==> config.mk <==
export PLATFORM = sky130hd
export DESIGN_NAME = alu_issue_ctrl
export DESIGN_NICKNAME = d
export VERILOG_FILES = /design/src/rtl/alu_issue_ctrl_pkg.sv /design/src/rtl/alu_issue_ctrl_branch_cond_eval.sv /design/src/rtl/alu_issue_ctrl.sv
export SDC_FILE = /design/constraint.sdc
export NUM_CORES = 1
export LEC_CHECK = 0
export CAP_MARGIN = 0
export CORE_ASPECT_RATIO = 0.8
export CORE_UTILIZATION = 40
export DETAILED_ROUTE_END_ITERATION = 8
export GPL_ROUTABILITY_DRIVEN = 0
export GPL_TIMING_DRIVEN = 0
export PLACE_DENSITY_LB_ADDON = 0.05
export SKIP_LAST_GASP = 1
export SYNTH_ARGS = -nofsm -noshare
export SYNTH_HDL_FRONTEND = slang
export SYNTH_SLANG_ARGS = --single-unit
==> constraint.sdc <==
create_clock -name clk -period 3.1 [get_ports clk]
set_input_delay 0.62 -clock clk [delete_from_list [all_inputs] [get_ports clk]]
set_output_delay 0.62 -clock clk [all_outputs]
set_load 0.1 [all_outputs]
==> src/rtl/alu_issue_ctrl_pkg.sv <==
// Shared definitions for the execute-stage issue controller and its helpers.
// Holds ALU opcode constants, branch condition codes, flag-update modes,
// architectural flag bit positions and the sequencer state type.
package alu_issue_ctrl_pkg;

  // ALU opcodes as carried on id_alu_ctrl / alu_control
  localparam logic [2:0] ALU_ADD    = 3'd0;
  localparam logic [2:0] ALU_SUB    = 3'd1;
  localparam logic [2:0] ALU_XOR    = 3'd2;
  localparam logic [2:0] ALU_PADDSB = 3'd3;
  localparam logic [2:0] ALU_SLL    = 3'd4;
  localparam logic [2:0] ALU_SRA    = 3'd5;
  localparam logic [2:0] ALU_ROR    = 3'd6;
  localparam logic [2:0] ALU_LDHALF = 3'd7;  // LHB/LLB, uses alu_load_half_imm

  // Branch condition codes
  typedef enum logic [2:0] {
    COND_NEQ    = 3'b000,
    COND_EQ     = 3'b001,
    COND_GT     = 3'b010,
    COND_LT     = 3'b011,
    COND_GTE    = 3'b100,
    COND_LTE    = 3'b101,
    COND_OVFL   = 3'b110,
    COND_UNCOND = 3'b111
  } cond_e;

  // Which architectural flags an ALU op is allowed to write
  typedef enum logic [1:0] {
    FM_NONE = 2'b00,
    FM_Z    = 2'b01,
    FM_ZVN  = 2'b10,
    FM_RSVD = 2'b11   // behaves as FM_NONE
  } flag_mode_e;

  // Bit positions inside the {Z,V,N} flag vector
  localparam int FLAG_Z = 2;
  localparam int FLAG_V = 1;
  localparam int FLAG_N = 0;

  typedef enum logic [1:0] {
    ST_IDLE  = 2'd0,
    ST_ISSUE = 2'd1,
    ST_HOLD  = 2'd2
  } state_e;

endpackage

==> src/rtl/alu_issue_ctrl_branch_cond_eval.sv <==
// Combinational branch condition resolver.
// Ports:
//   i_cond  - 3-bit condition code (cond_e)
//   i_flags - architectural {Z,V,N}
//   o_taken - 1 when the condition holds
module alu_issue_ctrl_branch_cond_eval
  import alu_issue_ctrl_pkg::*;
(
  input  logic [2:0] i_cond,
  input  logic [2:0] i_flags,
  output logic       o_taken
);

  logic w_z;
  logic w_v;
  logic w_n;

  assign w_z = i_flags[FLAG_Z];
  assign w_v = i_flags[FLAG_V];
  assign w_n = i_flags[FLAG_N];

  always_comb begin
    o_taken = 1'b0;
    case (cond_e'(i_cond))
      COND_NEQ:    o_taken = ~w_z;
      COND_EQ:     o_taken = w_z;
      COND_GT:     o_taken = ~w_z & ~w_n;
      COND_LT:     o_taken = w_n;
      COND_GTE:    o_taken = w_z | ~w_n;
      COND_LTE:    o_taken = w_n | w_z;
      COND_OVFL:   o_taken = w_v;
      COND_UNCOND: o_taken = 1'b1;
      default:     o_taken = 1'b0;
    endcase
  end

endmodule

==> src/rtl/alu_issue_ctrl.sv <==
// Execute-stage sequencer in front of the ALU.
// Takes one decoded instruction at a time (id_valid/id_ready), drives the ALU
// with registered operands, waits for alu_done (with a timeout), owns the
// {Z,V,N} flag register, resolves branches against it and presents results
// downstream (ex_valid/ex_ready).
// Ports:
//   clk, rst            - clock, synchronous active-high reset
//   id_*                - decoded instruction and handshake from decode
//   alu_*  (out)        - registered operands/opcode to the ALU
//   alu_done/result/flags - ALU response
//   ex_*                - result handshake to the memory stage
//   flags               - architectural {Z,V,N}
//   err_timeout         - sticky ALU timeout fault
module alu_issue_ctrl
  import alu_issue_ctrl_pkg::*;
#(
  parameter int DATA_W  = 16,
  parameter int TIMEOUT = 16
) (
  input  logic              clk,
  input  logic              rst,
  input  logic              id_valid,
  output logic              id_ready,
  input  logic [2:0]        id_alu_ctrl,
  input  logic [DATA_W-1:0] id_data_one,
  input  logic [DATA_W-1:0] id_data_two,
  input  logic [3:0]        id_shift,
  input  logic [7:0]        id_imm8,
  input  logic [1:0]        id_flag_mode,
  input  logic              id_is_branch,
  input  logic [2:0]        id_cond,
  input  logic [3:0]        id_dst,
  output logic [DATA_W-1:0] alu_data_one,
  output logic [DATA_W-1:0] alu_data_two,
  output logic [3:0]        alu_shift,
  output logic [7:0]        alu_load_half_imm,
  output logic [2:0]        alu_control,
  input  logic              alu_done,
  input  logic [DATA_W-1:0] alu_result,
  input  logic [2:0]        alu_flags,
  output logic              ex_valid,
  input  logic              ex_ready,
  output logic [DATA_W-1:0] ex_result,
  output logic [3:0]        ex_dst,
  output logic              ex_branch_taken,
  output logic [2:0]        flags,
  output logic              err_timeout
);

  localparam int CNT_W = $clog2(TIMEOUT + 1);

  state_e           r_state;
  logic [CNT_W-1:0] r_cnt;
  flag_mode_e       r_mode;
  logic [3:0]       r_dst;

  logic             w_accept;
  logic             w_taken;
  logic [CNT_W-1:0] w_cnt_inc;

  assign id_ready  = (r_state == ST_IDLE) | ((r_state == ST_HOLD) & ex_ready);
  assign w_accept  = id_valid & id_ready;
  assign w_cnt_inc = r_cnt + CNT_W'(1);

  // Branches resolve against the flag register as it stands; since flags are
  // written on ISSUE exit, a branch accepted in HOLD sees the prior op's flags.
  alu_issue_ctrl_branch_cond_eval u_cond (
    .i_cond  (id_cond),
    .i_flags (flags),
    .o_taken (w_taken)
  );

  always_ff @(posedge clk) begin
    if (rst) begin
      r_state           <= ST_IDLE;
      r_cnt             <= '0;
      r_mode            <= FM_NONE;
      r_dst             <= '0;
      alu_data_one      <= '0;
      alu_data_two      <= '0;
      alu_shift         <= '0;
      alu_load_half_imm <= '0;
      alu_control       <= '0;
      ex_valid          <= 1'b0;
      ex_result         <= '0;
      ex_dst            <= '0;
      ex_branch_taken   <= 1'b0;
      flags             <= '0;
      err_timeout       <= 1'b0;
    end else begin
      case (r_state)
        // IDLE and HOLD share the accept path; HOLD additionally retires the
        // presented result when ex_ready is high and nothing new arrives.
        ST_IDLE, ST_HOLD: begin
          if (w_accept) begin
            if (id_is_branch) begin
              ex_branch_taken <= w_taken;
              ex_result       <= '0;
              ex_dst          <= id_dst;
              ex_valid        <= 1'b1;
              r_state         <= ST_HOLD;
            end else begin
              alu_data_one      <= id_data_one;
              alu_data_two      <= id_data_two;
              alu_shift         <= id_shift;
              alu_load_half_imm <= id_imm8;
              alu_control       <= id_alu_ctrl;
              r_mode            <= flag_mode_e'(id_flag_mode);
              r_dst             <= id_dst;
              r_cnt             <= '0;
              ex_valid          <= 1'b0;
              r_state           <= ST_ISSUE;
            end
          end else if ((r_state == ST_HOLD) && ex_ready) begin
            ex_valid <= 1'b0;
            r_state  <= ST_IDLE;
          end
        end

        ST_ISSUE: begin
          if (alu_done) begin
            ex_result       <= alu_result;
            ex_dst          <= r_dst;
            ex_branch_taken <= 1'b0;
            ex_valid        <= 1'b1;
            r_state         <= ST_HOLD;
            case (r_mode)
              FM_Z:    flags[FLAG_Z] <= alu_flags[FLAG_Z];
              FM_ZVN:  flags         <= alu_flags;
              default: ;
            endcase
          end else if (w_cnt_inc == CNT_W'(TIMEOUT)) begin
            err_timeout     <= 1'b1;
            ex_result       <= '0;
            ex_dst          <= r_dst;
            ex_branch_taken <= 1'b0;
            ex_valid        <= 1'b1;
            r_state         <= ST_HOLD;
          end else begin
            r_cnt <= w_cnt_inc;
          end
        end

        default: r_state <= ST_IDLE;
      endcase
    end
  end

endmodule
==> flow_summary.json <==
{
  "path_class": "in -> out",
  "worst_pin_slew_ns": 1.00,
  "synth_cell_type_count": 40,
  "nets": 640,
  "synth_edf_count": 0,
  "grt_usage_pct": 22.0,
  "hpwlAfterDp_um": 6840,
  "antenna_cells": 0,
  "rows": 29,
  "cellPowerDensity_nw_per_um2": 505,
  "root_buffer": "clkbuf_8",
  "synth_top_area_share_pct": 52.3,
  "rsz0062_at_grt": "no",
  "arrival_ns": 2.37,
  "fin_crit_ns": 2.99,
  "cap_viol_max_count": 0,
  "grt_use_met3_pct": 7.15,
  "clkSlewWorstSetupHoldPaths_ns": 0.08,
  "cp-end-kind": "primary output",
  "cts-htree-levels": 3,
  "peakVddDrop_uv": 294,
  "grt_pass1_wl_um": 14700,
  "die_area_um2": 8590,
  "maxSlewViolCount": 0,
  "clock_path_buffers": 2,
  "skew_ns": 0.00566,
  "final_area_um2": 5140,
  "synth_area_um2": 3290,
  "grt_max_degree": 15,
  "use_met1_pct": 27.8,
  "setup_viol": 0,
  "relSlewSlack_pct": 32.8,
  "syn_avg_cell_area_um2": 8.37,
  "fmax_mhz": 335,
  "grt_pass1_vias": 3162,
  "drtIter0Drc": 111,
  "io_buffers": 153,
  "ys_seq_area_share_pct": 52.3,
  "synth_common_cells": "nand2_1 (116), dfxtp_1 (86), a21oi_1 (66), nor2_1 (27), a22oi_1 (16)",
  "cts_tree": "built",
  "yosysTopAreaCell": "dfxtp_1",
  "num_vias": 3245,
  "antenna_found_initial": 0,
  "timing.final.crit_share_pct": 96.4,
  "die_w_um": 103,
  "gr-max-usage-layer": "met2",
  "yosys_warnings": 0,
  "vias_per_cell": 4.84,
  "hold_path_class": "reg -> reg",
  "synthArstFlopShare_pct": 0,
  "syn_nets": 476,
  "status": "complete, no violations",
  "final_antenna_net_count": 0,
  "clock-sinks": 86,
  "grt.overflow.total": 0,
  "firstDrtPassIters": 4,
  "crit_fanout": 4,
  "p_leak_nw": 1.83,
  "die_h_um": 83.1,
  "synthToLayoutAreaGrowth_pct": 56.3,
  "start_kind": "input port",
  "placed_cell_area_um2": 4960,
  "place_inst": 654,
  "synth.area.top_cells": "dfxtp_1 (52%), nand2_1 (13%), a21oi_1 (10%)",
  "rrSetupSlack_ns": 1.16,
  "use_met2_pct": 35.2,
  "cts_made_buffers": 9,
  "instances_no_fill": 670,
  "core_area_um2": 7950,
  "synth_ff_type": "dfxtp_1",
  "clock_latency_ns": 0.34,
  "synth_most_common_cell": "nand2_1",
  "drive_gt1_share_pct": 7.65,
  "drc": 0,
  "wire_per_inst_um": 13.7,
  "io_pins": 155,
  "ys_seq_elements": 86,
  "hold_viol_final": 0,
  "hold_buffers": 0,
  "critPathRequiredTime_ns": 2.48,
  "wl_um": 9180,
  "start_util_pct": 41.4,
  "netlist_instances": 393
}
==> worst paths after layout <==
kind / cells past startpoint / end / start
hold reg to reg: 2 / alu_load_half_imm[7]$_SDFFE_PP0P_ / alu_load_half_imm[7]$_SDFFE_PP0P_
hold / removal: 2 / alu_load_half_imm[7]$_SDFFE_PP0P_ / alu_load_half_imm[7]$_SDFFE_PP0P_
setup reg to reg: 8 / ex_dst[1]$_SDFFE_PP0P_ / r_cnt[0]$_SDFFE_PP0P_
setup / recovery: 4 / id_ready / ex_ready
==> per-stage QoR <==
step / TNS, ns / power, mW / worst slack, ns / util [%] / hold slack [ns]
detailed placement: -0.179 / 1.89 / -0.179 / 62.4 / 0.446
global route: 0 / 2.71 / 0.0594 / 64.7 / 0.475
finish: 0 / 2.60 / 0.111 / 64.7 / 0.455
floorplan: 0 / 1.66 / 0.0352 / - / 0.436
global placement: -0.191 / 1.88 / -0.191 / 62.4 / 0.441
CTS: 0 / 2.63 / 0.102 / 64.7 / 0.458
==> sequential cells by signal, indices dropped and copies added (netlist names) <==
| register | count |
|---|---|
| alu_data_one | 16 |
| alu_data_two | 16 |
| ex_result | 16 |
| alu_load_half_imm | 8 |
| r_cnt | 5 |
| alu_shift | 4 |
| ex_dst | 4 |
| r_dst | 4 |
| alu_control | 3 |
| flags | 3 |
| r_mode | 2 |
| r_state | 2 |
| err_timeout | 1 |
| ex_branch_taken | 1 |
| ex_valid | 1 |
==> logic make-up after synthesis <==
logic type	after synthesis	synth area share (%)
compound gates	104	19.1
fa+ha+maj	2	0.761
buf+inv	28	4.64
flops	86	52.3
mux	3	0.913
simple gates	170	22.2
==> per-layer routing <==
layer	share of wire [%]	vias to the layer above
li1	-	1653
met1	46	1486
met2	46	98
met3	7.0	8
met4	1.1	0
met5	0	-
==> report_power, final <==
part | switching, mW | internal [mW] | total [mW]
clock network | 0.398 | 0.337 | 0.735
registers | 0.0280 | 1.15 | 1.18
logic | 0.464 | 0.218 | 0.683
total | 0.891 | 1.71 | 2.60
==> timing repair <==
| item | CTS | global route |
|---|---|---|
| setup buffers | 0 | 0 |
| gates resized for setup | 1 | 0 |
| endpoints found under the setup margin | 1 | 0 |
==> worst max-delay path, cell delays in order <==
cell             delay, ns
clkdlybuf4s50_1       0.49
and2b_1               0.24
nor2_1                0.14
dlygate4sd2_1         0.88
==> cells in the final DEF (no fill, tap or decap), types with 2 or more instances in the layout <==
cell type        count
nand3_1              5
buf_2               11
clkbuf_1            11
mux2i_1              3
nor2_1              27
a32oi_1              4
a21oi_2              2
and2_1               3
clkinvlp_4           3
nand3b_1             3
clkbuf_8            11
nand2_2              2
a22oi_1             16
clkdlybuf4s50_1    152
a21oi_1             66
ha_1                 2
nor3_2               2
a21o_1               2
dfxtp_1             86
inv_1                2
buf_6                4
nand2_1            116
nor2b_1              4
o21ai_0              4
==> final cells by class <==
| type | count | area [µm²] |
|---|---|---|
| Fill cell | 690 | 2810 |
| Sequential cell | 86 | 1720 |
| Timing Repair Buffer | 153 | 1530 |
| Multi-Input combinational cell | 279 | 1420 |
| Clock buffer | 12 | 155 |
| Buffer | 26 | 145 |
| Tap cell | 108 | 135 |
| Clock inverter | 4 | 31.3 |
| Inverter | 2 | 7.51 |
Note: power is estimated with default switching activity, not from simulation.
